## config.mk

```make
export PLATFORM = sky130hd
export DESIGN_NAME = uart_tx_arbiter_flat
export DESIGN_NICKNAME = d
export VERILOG_FILES = /design/src/rtl/uart_tx_arbiter_if.sv /design/src/rtl/uart_tx_arbiter.sv /design/src/flat_wrapper.sv
export SDC_FILE = /design/constraint.sdc
export NUM_CORES = 1
export LEC_CHECK = 0
export BUFFER_PORTS_ARGS = -buffer_cell sky130_fd_sc_hd__buf_2
export CORE_MARGIN = 3
export CORE_UTILIZATION = 55
export CTS_BUF_LIST = sky130_fd_sc_hd__clkbuf_2
export DETAILED_ROUTE_END_ITERATION = 12
export PLACE_DENSITY_LB_ADDON = 0.1
export SETUP_SLACK_MARGIN = 0.05
export SYNTH_ARGS = -nofsm -noshare
export SYNTH_HDL_FRONTEND = slang
export SYNTH_SLANG_ARGS = --single-unit
export TNS_END_PERCENT = 50
```

## constraint.sdc

```tcl
create_clock -name clk -period 4.55 [get_ports clk]
set_clock_uncertainty 0.2 [all_clocks]
set_input_delay 0.455 -clock clk [delete_from_list [all_inputs] [get_ports clk]]
set_output_delay 0.455 -clock clk [all_outputs]
set_load 0.01 [all_outputs]
```

## src/rtl/uart_tx_arbiter_if.sv

```systemverilog
// Requester/transmitter handshake bundle for uart_tx_arbiter.
// master drives the requester and transmitter-ready side; slave is the arbiter.
interface uart_tx_arbiter_if;
    logic [7:0] req0_data_in;
    logic       req0_data_in_valid;
    logic       req0_data_in_ready;
    logic       req0_lock;
    logic [7:0] req1_data_in;
    logic       req1_data_in_valid;
    logic       req1_data_in_ready;
    logic       req1_lock;
    logic [7:0] tx_data_out;
    logic       tx_data_out_valid;
    logic       tx_data_out_ready;
    logic [1:0] grant;
    logic       busy;

    modport master (
        output req0_data_in, req0_data_in_valid, req0_lock,
        output req1_data_in, req1_data_in_valid, req1_lock,
        output tx_data_out_ready,
        input  req0_data_in_ready, req1_data_in_ready,
        input  tx_data_out, tx_data_out_valid, grant, busy
    );

    modport slave (
        input  req0_data_in, req0_data_in_valid, req0_lock,
        input  req1_data_in, req1_data_in_valid, req1_lock,
        input  tx_data_out_ready,
        output req0_data_in_ready, req1_data_in_ready,
        output tx_data_out, tx_data_out_valid, grant, busy
    );
endinterface

```

## src/rtl/uart_tx_arbiter.sv

```systemverilog
// Two-requester byte arbiter feeding a UART transmitter through a single hold register.
// Optional UART_ARB_ROUND_ROBIN_EN: simultaneous requests go to the requester that did not own last.
module uart_tx_arbiter #(
    parameter int MAX_BURST    = 16,
    parameter int LOCK_TIMEOUT = 64
) (
    input  logic             clk,
    input  logic             rst,
    uart_tx_arbiter_if.slave bus
);
    typedef enum logic [1:0] {
        IDLE = 2'd0,
        OWN0 = 2'd1,
        OWN1 = 2'd2
    } state_t;

    localparam logic [7:0]  BURST_LIMIT = 8'(MAX_BURST);
    localparam logic [15:0] IDLE_LIMIT  = 16'(LOCK_TIMEOUT);

    state_t      state_q;
    logic [1:0]  grant_q;
    logic [7:0]  hold_q;
    logic        hold_valid_q;
    logic [7:0]  burst_q;
    logic [15:0] idle_q;

    logic       owner0, owner1;
    logic       own_valid, own_lock, own_ready;
    logic [7:0] own_data;
    logic       accept, release_grant, pick1;

    assign owner0    = (state_q == OWN0);
    assign owner1    = (state_q == OWN1);
    assign own_valid = owner0 ? bus.req0_data_in_valid : bus.req1_data_in_valid;
    assign own_lock  = owner0 ? bus.req0_lock : bus.req1_lock;
    assign own_data  = owner0 ? bus.req0_data_in : bus.req1_data_in;
    // A byte can enter whenever the hold slot is empty or is being drained this cycle.
    assign own_ready = !hold_valid_q || bus.tx_data_out_ready;
    assign accept    = (owner0 || owner1) && own_valid && own_ready;

    assign release_grant =
        (accept && (!own_lock || (burst_q + 8'd1 == BURST_LIMIT))) ||
        (!own_lock && !own_valid) ||
        (!accept && !own_valid && own_lock && (idle_q + 16'd1 == IDLE_LIMIT));

`ifdef UART_ARB_ROUND_ROBIN_EN
    logic last_owner_q;
    assign pick1 = bus.req1_data_in_valid && (!bus.req0_data_in_valid || !last_owner_q);
`else
    assign pick1 = bus.req1_data_in_valid && !bus.req0_data_in_valid;
`endif

    assign bus.req0_data_in_ready = owner0 && own_ready;
    assign bus.req1_data_in_ready = owner1 && own_ready;
    assign bus.tx_data_out        = hold_q;
    assign bus.tx_data_out_valid  = hold_valid_q;
    assign bus.grant              = grant_q;
    assign bus.busy               = (state_q != IDLE) || hold_valid_q;

    always_ff @(posedge clk) begin
        if (!rst) begin
            state_q      <= IDLE;
            grant_q      <= 2'b00;
            hold_q       <= 8'h00;
            hold_valid_q <= 1'b0;
            burst_q      <= 8'd0;
            idle_q       <= 16'd0;
`ifdef UART_ARB_ROUND_ROBIN_EN
            last_owner_q <= 1'b1;
`endif
        end else begin
            // The hold slot drains regardless of who owns the grant.
            if (accept) begin
                hold_q       <= own_data;
                hold_valid_q <= 1'b1;
            end else if (bus.tx_data_out_ready) begin
                hold_valid_q <= 1'b0;
            end

            case (state_q)
                IDLE: begin
                    burst_q <= 8'd0;
                    idle_q  <= 16'd0;
                    if (bus.req0_data_in_valid || bus.req1_data_in_valid) begin
                        state_q <= pick1 ? OWN1 : OWN0;
                        grant_q <= pick1 ? 2'b10 : 2'b01;
                    end
                end
                OWN0, OWN1: begin
                    if (accept) begin
                        burst_q <= burst_q + 8'd1;
                        idle_q  <= 16'd0;
                    end else if (!own_valid && own_lock) begin
                        idle_q <= idle_q + 16'd1;
                    end
                    if (release_grant) begin
                        state_q <= IDLE;
                        grant_q <= 2'b00;
`ifdef UART_ARB_ROUND_ROBIN_EN
                        last_owner_q <= owner1;
`endif
                    end
                end
                default: begin
                    state_q <= IDLE;
                    grant_q <= 2'b00;
                end
            endcase
        end
    end
endmodule

```

## src/flat_wrapper.sv

```systemverilog
// flat-port wrapper written by rule: the top's interface ports become plain ports
module uart_tx_arbiter_flat 
#(
    parameter int MAX_BURST    = 16,
    parameter int LOCK_TIMEOUT = 64
)
  (clk, rst, bus_req0_data_in, bus_req0_data_in_valid, bus_req0_lock, bus_req1_data_in, bus_req1_data_in_valid, bus_req1_lock, bus_tx_data_out_ready, bus_req0_data_in_ready, bus_req1_data_in_ready, bus_tx_data_out, bus_tx_data_out_valid, bus_grant, bus_busy);
  uart_tx_arbiter_if bus_i ();
  input  logic clk;
  input  logic rst;
  input wire logic [$bits(bus_i.req0_data_in)-1:0] bus_req0_data_in;
  input wire logic [$bits(bus_i.req0_data_in_valid)-1:0] bus_req0_data_in_valid;
  input wire logic [$bits(bus_i.req0_lock)-1:0] bus_req0_lock;
  input wire logic [$bits(bus_i.req1_data_in)-1:0] bus_req1_data_in;
  input wire logic [$bits(bus_i.req1_data_in_valid)-1:0] bus_req1_data_in_valid;
  input wire logic [$bits(bus_i.req1_lock)-1:0] bus_req1_lock;
  input wire logic [$bits(bus_i.tx_data_out_ready)-1:0] bus_tx_data_out_ready;
  output wire logic [$bits(bus_i.req0_data_in_ready)-1:0] bus_req0_data_in_ready;
  output wire logic [$bits(bus_i.req1_data_in_ready)-1:0] bus_req1_data_in_ready;
  output wire logic [$bits(bus_i.tx_data_out)-1:0] bus_tx_data_out;
  output wire logic [$bits(bus_i.tx_data_out_valid)-1:0] bus_tx_data_out_valid;
  output wire logic [$bits(bus_i.grant)-1:0] bus_grant;
  output wire logic [$bits(bus_i.busy)-1:0] bus_busy;
  assign bus_i.req0_data_in = bus_req0_data_in;
  assign bus_i.req0_data_in_valid = bus_req0_data_in_valid;
  assign bus_i.req0_lock = bus_req0_lock;
  assign bus_i.req1_data_in = bus_req1_data_in;
  assign bus_i.req1_data_in_valid = bus_req1_data_in_valid;
  assign bus_i.req1_lock = bus_req1_lock;
  assign bus_i.tx_data_out_ready = bus_tx_data_out_ready;
  assign bus_req0_data_in_ready = bus_i.req0_data_in_ready;
  assign bus_req1_data_in_ready = bus_i.req1_data_in_ready;
  assign bus_tx_data_out = bus_i.tx_data_out;
  assign bus_tx_data_out_valid = bus_i.tx_data_out_valid;
  assign bus_grant = bus_i.grant;
  assign bus_busy = bus_i.busy;
  uart_tx_arbiter #(.MAX_BURST(MAX_BURST), .LOCK_TIMEOUT(LOCK_TIMEOUT)) u_core (.clk(clk), .rst(rst), .bus(bus_i));
endmodule
```

======== Word level (Yosys, flattened, before mapping) ========
Cells that the tools add are included.
cells by class
  multiplexer cells ....................... 14
  eq/ne operators ......................... 8
  $add $sub $neg .......................... 2
  reduce and logical (&&, ||, !) cells .... 31
operators by type and width
  operator               number
  $mux 16                2
  $pmux 16 s2            1
  $add 16x1->16 const B  1
  $eq 16x7->1 const B    1
  $mux 8                 2
  $pmux 8 s2             1
  $logic_and 1x1->1      11
  $add 8x1->8 const B    1
  $eq 8x5->1 const B     1
  $logic_or 1x1->1       7
  $mux 2                 3
  $ne 2x1->1 const B     3
  $reduce_and 2->1       3
  $reduce_bool 2->1      3
  $logic_not 1->1        5
  $mux 1                 4
  $pmux 2 s2             1
  $ne 3x1->1 const B     1
  $eq 2x1->1 const B     1
  $eq 2x2->1 const B     1
  $logic_not 2->1        1
  $reduce_or 2->1        1
storage, ports and cells
  input bits .............................. 23
  word-level logic and storage cells ...... 60
  output and inout port bits .............. 14
  bits in registers ....................... 35

======== Logic depth before layout (Yosys ltp) ========
Gate-level depths: netlist of run 1.
  depth in word-level cells ............... 11
  gate-level depth with buffers ........... 10
  gate-level depth less buffers ........... 8

======== Least setup slack after synthesis of run 1 ========
No wires, ideal clock.
  path type ............................... flip-flop to flip-flop
  start point ............................. register u_core.state_q[1]
  end point ............................... register u_core.idle_q[8]
  data required time ...................... 4280 ps
  period minus slack after synthesis ...... 2360 ps
  cell stages (with the launch flop) ...... 10
  setup time .............................. 70 ps
  setup slack ............................. 2190 ps
  data arrival time ....................... 2090 ps
  path buffers ............................ 2
  cell sequence ........................... dfxtp_1 -> inv_1 -> ha_1 -> buf_6 -> mux2_4 -> a21oi_4 -> nand2_1 -> buf_2 -> or3_1 -> a21boi_1
on the way
  longest elaborated chain between the ends .. 6
  elaborated cells on any way between the ends .. 16
  those cells by class .................... 3 x eq/ne; 4 x mux; 9 x reduce/logical
RTL lines
  what                                                  RTL line                                                             source
  start: declaration                                    uart_tx_arbiter.sv:20                                                state_t state_q;
  start signal: assignment                              uart_tx_arbiter.sv:85                                                state_q <= pick1 ? OWN1 : OWN0;
  $eq 2x1->1 or $eq 2x2->1 (tied branches)              uart_tx_arbiter.sv:32, uart_tx_arbiter.sv:80, uart_tx_arbiter.sv:33
  $mux 1 or $logic_or 1x1->1 (tied branches)            uart_tx_arbiter.sv:34, uart_tx_arbiter.sv:39
  $logic_and 1x1->1 or $logic_not 1->1 (tied branches)  uart_tx_arbiter.sv:39, uart_tx_arbiter.sv:93
  $logic_and 1x1->1 (on tied branches)                  uart_tx_arbiter.sv:39, uart_tx_arbiter.sv:93
  $mux 16 or $ne 3x1->1 (tied branches)                 n/a
  $pmux 16 s2 or $reduce_and 2->1 (tied branches)       n/a
  end signal: assignment                                uart_tx_arbiter.sv:94                                                idle_q <= idle_q + 16'd1;
  end: declaration                                      uart_tx_arbiter.sv:25                                                logic [15:0] idle_q;
Parallel ways exist; a longest one is shown, timed or not.
A chain may end at the register's enable or synchronous reset.

======== Worst setup path after layout of run 1 ========
  start point ............................. register u_core.state_q[1]
  end point ............................... register u_core.idle_q[12]
The elaborated chain is that of the path after synthesis.

==> results of run 1 <==
## flip-flops by register name, indices dropped and copies added (netlist names)
signal,count
u_core.idle_q,16
u_core.state_q,2
u_core.bus.tx_data_out_valid,1
u_core.bus.tx_data_out,8
u_core.burst_q,8
## routing by layer
metal	vias to the layer above	track usage, %	routed length, um	part of all wire, %
li1	1047	-	-	-
met1	957	29.2	2460	52
met5	-	0	0	0
met4	0	4.34	24	0.51
met3	2	4.20	229	4.9
met2	49	30.8	2010	43
## critical path: stages, from the launching register on
cell and delay, ps:
dfxtp_1 390, inv_1 90, ha_1 640, mux2_4 330
a21oi_4 90, a21oi_2 270, nand2_1 320, or4_1 590
a21boi_1 150
## area by class of cell
cell class | count | area, um^2
Multi-Input combinational cell | 212 | 1420
Timing Repair Buffer | 36 | 180
Clock inverter | 3 | 38.8
Tap cell | 48 | 60.1
Fill cell | 339 | 1330
Clock buffer | 5 | 25.0
Inverter | 4 | 15.0
Sequential cell | 35 | 701
## cells by family after synthesis
kind of cell	after synthesis	share of synthesized area, %
AO/OA/AOI/OAI	74	25.2
XOR/XNOR	4	1.58
adder cells (fa/ha/maj)	6	3.39
buffers and inverters	21	4.35
flip-flops	35	31.6
multiplexers	11	5.19
AND/OR/NAND/NOR	117	28.7
## power by group through the flow
stage / clock, mW / sequential, mW / combinational (mW)
floorplan: 0 / 0.350 / 0.137
global placement: 0 / 0.343 / 0.193
detailed placement: 0 / 0.343 / 0.193
CTS: 0.202 / 0.337 / 0.194
global route: 0.217 / 0.340 / 0.216
finish: 0.195 / 0.337 / 0.192
## metrics by stage
step                      utilization [%]  cell area [um^2]
after floorplan                         -              2220
after CTS                            64.7              2440
after detailed placement             63.0              2380
after global placement               63.0              2380
after global routing                 64.7              2440
final                                64.7              2440
## synthesized netlist by cell type (all sizes together) (2+ instances only)
cell type  number  area (um^2)
nor2b           3         18.8
a21o            2         15.0
o221a           2         22.5
and3            4         25.0
nor2           18         67.6
dfxtp          35          701
xnor2           3         26.3
o41ai           4         35.0
nand2          32          123
nand3          16         92.6
mux2i          10          100
a21oi           6         45.1
o31ai           7         52.6
nor3            7         35.0
nand2b          2         12.5
and2           14         87.6
buf             7         41.3
ha              6         75.1
or3             3         18.8
inv             3         11.3
a31oi           5         31.3
a21boi         10         75.1
nor4            4         40.0
nand4b          4         35.0
nand4           4         31.3
o211a          13          130
o21ai          17         85.1
o211ai          3         22.5
clkbuf         10         40.0
## worst min-delay path by stage
stage,endpoint,depth (start not counted)
final,u_core.state_q[1]$_SDFFE_PN0P_,3
after global routing,u_core.state_q[1]$_SDFFE_PN0P_,3
after CTS,u_core.state_q[1]$_SDFFE_PN0P_,3
after detailed placement,u_core.bus.tx_data_out[1]$_SDFFE_PN0P_,1
after global placement,u_core.burst_q[7]$_SDFFE_PN0P_,2
after floorplan,u_core.burst_q[7]$_SDFFE_PN0P_,2
==> reports/metrics.csv, run 1 <==
stage,metric,value,unit
setup_path,Critical R2R Launch,u_core.state_q[1]$_SDFFE_PN0P_,
sta,Rel. slew slack,28.1,%
sta,worst setup margin,1400,ps
sta,Slew @ Worst Pin,1070,ps
grt,GRT Overall Usage,20.2,%
clocking,"Reg clk slew, reported paths",170,ps
power,total power,0.724,mW
final_layout,most frequent cells in the layout,"buf_2, dfxtp_1, nand2_1",
logic_synthesis,Mapped Cells,268,
floorplan,Die W,69.5,um
logic_synthesis,syn avg cell area,8.27,um^2
logic_synthesis,Syn Std Cell Area,2220,um^2
grt,antenna violations before repair,0,
logic_synthesis,Syn. warnings,0,
floorplan,core area,3770,um^2
detailed_routing,First DRT Iteration DRCs,128,
grt,largest net degree at the start of global routing,38,
final_layout,Total Nets Final,323,
setup_path,Crit path required time,4640,ps
clocking,worst skew pair latency,370,ps
clocking,Clock Sinks,35,
clocking,count of cells resized by post-cts repair,0,
final_layout,Antenna diodes,0,
logic_synthesis,register bit total from synthesis,35,
clocking,CTS Buffer Depth,2,
sta,fmax,0.318,GHz
logic_synthesis,"EDFF count, synth",0,
min_path,worst min path class,in -> reg,
final_layout,"most common cell after layout, fill and taps aside",buf_2,
placement,Setup WS pre-CTS,1460,ps
power,worst vdd ir,0.200,mV
power,Clock Power Share,26.9,%
sta,setup_tns,0,ps
sta,Hold WS,198,ps
detailed_routing,# DRC,0,
sta,Tcrit/Tclk final,69.2,%
logic_synthesis,post-synthesis net count,297,
grt,grt total ovfl,0,
logic_synthesis,"Primary FF master, synth",dfxtp_1,
sta,"Hold Vio Cnt, Final",0,
grt,vias in the first global route,1899,
clocking,CTS tree,done,
placement,Final Wtd Congestion,0.854,
detailed_routing,routed wire length,4720,um
power,switch share,32.2,%
clocking,Setup Buffers After CTS,0,
sta,Final setup viols,0,
setup_path,R2R depth,8,
logic_synthesis,Yosys cell types,53,
setup_path,r2r setup slk,1400,ps
final_layout,Non-Filler Instances,343,
min_path,Hold Path Origin,bus_req1_data_in_valid,
floorplan,Starting Density,58.8,%
setup_path,startpoint types,register,
clocking,H-tree levels,2,
sta,unrepaired setup endpoints after global routing,no,
setup_path,Crit. Startpoint,u_core.state_q[1]$_SDFFE_PN0P_,
power,Lkg Pwr,1.08,nW
final_layout,share of cells above drive strength 1,18.3,%
setup_path,crit end category,register,
power,Comb pwr share,26.6,%
placement,Post-Place Cells,335,
detailed_routing,routed via count,2055,
placement,detailed placer's ending HPWL,3270,um
power,internal power,0.491,mW
logic_synthesis,"FFs w/ async S/R, synth",0,%
floorplan,area of the die,4830,um^2
power,sequential power share,46.6,%
logic_synthesis,register area share after synthesis,31.6,%
detailed_routing,Routed Antenna Nets,0,
setup_path,worst setup path category,reg -> reg,
clocking,Root Driver,clkbuf_2,
grt,first-pass GRT wire length,8430,um
final_layout,area growth from synthesis to layout,10.0,%
floorplan,die height,69.5,um
detailed_routing,vias per cell,5.99,
floorplan,row count,22,
setup_path,RR Endpoint,u_core.idle_q[12]$_SDFFE_PN0P_,
status,status,completed,
setup_path,critical-path maximum fanout,15,
power,net load switching power,0.233,mW
sta,final worst path period need,3150,ps
floorplan,IO Pins,37,
setup_path,"Data arrival, critical path",3240,ps
detailed_routing,Wirelength per Cell,13.8,um
job,max cap viols,0,
placement,PortBufs,36,
setup_path,Worst Setup EP,u_core.idle_q[12]$_SDFFE_PN0P_,
sta,final number of max-transition violations,0,
detailed_routing,DRT Pass-1 Iters,4,
clocking,total CTS buffers,5,
clocking,Post-CTS Hold Buffers,0,
power,PwrDens,297,nW/um^2
Power figures use the tool's default switching activity.
==> run 2: changes to the inputs <==
clock period = 3.2 ns   (was 4.55 ns; I/O delays follow)
==> reports/metrics.csv, run 2 (same netlist as run 1, synthesis figures left out) <==
stage,metric,value,unit,change
grt,GRT Overall Usage,20.8,%,+0.59 points
final_layout,Antenna diodes,0,,unchanged
floorplan,IO Pins,37,,unchanged
setup_path,crit end category,register,,
clocking,count of cells resized by post-cts repair,0,,unchanged
clocking,total CTS buffers,5,,unchanged
status,status,completed,,
final_layout,footprint of the multi-input gates,1420,um^2,unchanged
sta,Slew @ Worst Pin,546,ps,-528 ps
detailed_routing,First DRT Iteration DRCs,216,,+69%
grt,grt total ovfl,0,,unchanged
sta,Tcrit/Tclk final,90.1,%,+21 points
final_layout,"most common cell after layout, fill and taps aside",buf_2,,
grt,vias in the first global route,1782,,-6.2%
detailed_routing,routed wire length,4950,um,+4.9%
sta,worst setup margin,317,ps,-1090 ps
sta,setup_tns,0,ps,unchanged
sta,Rel. slew slack,63.3,%,+35 points
sta,fmax,0.347,GHz,+9.1%
power,worst vdd ir,0.332,mV,+66%
final_layout,Fill cells,322,,-5.0%
floorplan,die height,69.5,um,unchanged
floorplan,Die W,69.5,um,unchanged
setup_path,Crit path required time,3340,ps,-1300 ps
placement,detailed placer's ending HPWL,3410,um,+4.3%
setup_path,Critical R2R Launch,u_core.state_q[1]$_SDFFE_PN0P_,,
clocking,worst skew pair latency,400,ps,+30 ps
grt,first-pass GRT wire length,8350,um,-0.97%
floorplan,Starting Density,58.8,%,unchanged
final_layout,most frequent cells in the layout,"buf_2, dfxtp_1, nand2_1",,
power,Lkg Pwr,1.11,nW,+2.5%
grt,largest net degree at the start of global routing,38,,unchanged
final_layout,area growth from synthesis to layout,12.4,%,
min_path,worst min path class,in -> reg,,
detailed_routing,Routed Antenna Nets,0,,unchanged
power,PwrDens,455,nW/um^2,+53%
placement,Final Wtd Congestion,0.962,,+13%
detailed_routing,Wirelength per Cell,14.3,um,+4.0%
clocking,H-tree levels,2,,unchanged
min_path,Hold Path Origin,bus_req1_data_in[2],,
job,max cap viols,0,,unchanged
final_layout,largest register by flop count,u_core.idle_q,,
setup_path,worst setup path category,reg -> reg,,
final_layout,FF/Latch Area,701,um^2,unchanged
detailed_routing,# DRC,0,,unchanged
clocking,CTS Buffer Depth,2,,unchanged
clocking,Root Driver,clkbuf_2,,
final_layout,max reg flops,16,,unchanged
final_layout,Total Nets Final,326,,+0.93%
placement,Setup WS pre-CTS,412,ps,-1050 ps
setup_path,startpoint types,register,,
sta,final number of max-transition violations,0,,unchanged
setup_path,critical-path maximum fanout,12,,-3
floorplan,row count,22,,unchanged
detailed_routing,vias per cell,5.93,,-1.1%
power,total power,1.13,mW,+56%
setup_path,"Data arrival, critical path",3020,ps,-220 ps
sta,unrepaired setup endpoints after global routing,no,,
setup_path,Crit. Startpoint,u_core.state_q[1]$_SDFFE_PN0P_,,
clocking,Clock Sinks,35,,unchanged
sta,final worst path period need,2880,ps,-264 ps
detailed_routing,routed via count,2051,,-0.19%
sta,"Hold Vio Cnt, Final",0,,unchanged
clocking,CTS tree,done,,
final_layout,share of cells above drive strength 1,19.1,%,+0.82 points
floorplan,core area,3770,um^2,unchanged
clocking,"Reg clk slew, reported paths",190,ps,+20 ps
detailed_routing,DRT Pass-1 Iters,4,,unchanged
placement,PortBufs,36,,unchanged
floorplan,area of the die,4830,um^2,unchanged
sta,Final setup viols,0,,unchanged
grt,antenna violations before repair,0,,unchanged
==> run 2: changes by cell type in the layout (fill, tap and decap cells not counted), sizes merged <==
cell | before | now
buf | 36 | 38
clkinv | 3 | 1
bufinv | 1 | 2
clkbuf | 5 | 6
dlygate4sd3 | 0 | 1
==> run 2: per-layer routing <==
layer | part of all wire (%) | global-route usage (%) | routed length (um) | vias to the layer above
met5 | 0 | 0 | 0 | -
met4 | 1.5 | 6.51 | 74 | 0
met3 | 6.7 | 5.36 | 334 | 9
met2 | 43 | 31.6 | 2150 | 75
met1 | 48 | 28.8 | 2390 | 919
li1 | - | - | - | 1048
==> run 2: worst paths after layout <==
check / slack (ps) / cells after the start / to
setup / recovery: 320 / 7 / u_core.idle_q[9]$_SDFFE_PN0P_
hold / removal: 50 / 4 / u_core.bus.tx_data_out[2]$_SDFFE_PN0P_
setup reg to reg: 320 / 7 / u_core.idle_q[9]$_SDFFE_PN0P_
hold reg to reg: 310 / 2 / u_core.burst_q[7]$_SDFFE_PN0P_
==> run 2: worst max-delay path, stage by stage (launching register included) <==
cell	delay (ps)
dfxtp_1	460
inv_1	90
ha_1	400
clkinv_1	290
a21oi_4	310
nand2_1	330
or4b_1	590
a21boi_1	150
==> run 2: final cells by class <==
type | instances | area share (%)
multi-input combinational | 212 | 57.0
sequential | 35 | 28.1
timing repair buffer | 39 | 8.24
clock inverter | 2 | 2.41
tap | 48 | 2.41
clock buffer | 6 | 1.21
inverter | 4 | 0.603
==> run 2: stage by stage <==
stage / cell area [um^2] / utilization, % / std cells / hold slack [ps]
after global placement: 2390 / 63.4 / 337 / 274
after detailed placement: 2390 / 63.4 / 337 / 281
after CTS: 2490 / 66.1 / 346 / 35.4
after global routing: 2490 / 66.1 / 346 / 42.8
final: 2490 / 66.1 / 346 / 49.4
after floorplan: 2220 / - / 268 / 250
==> run 2: power breakdown <==
part	switching (mW)	total [mW]	internal, mW
clock	0.158	0.372	0.214
combinational	0.170	0.282	0.112
sequential	0.0182	0.480	0.461
total	0.345	1.13	0.788
==> run 2: repair_timing <==
action                     in CTS  in global routing
setup buffers                   0                  0
hold endpoints to repair        1                  0
setup endpoints to repair       0                  0
hold buffers                    1                  0
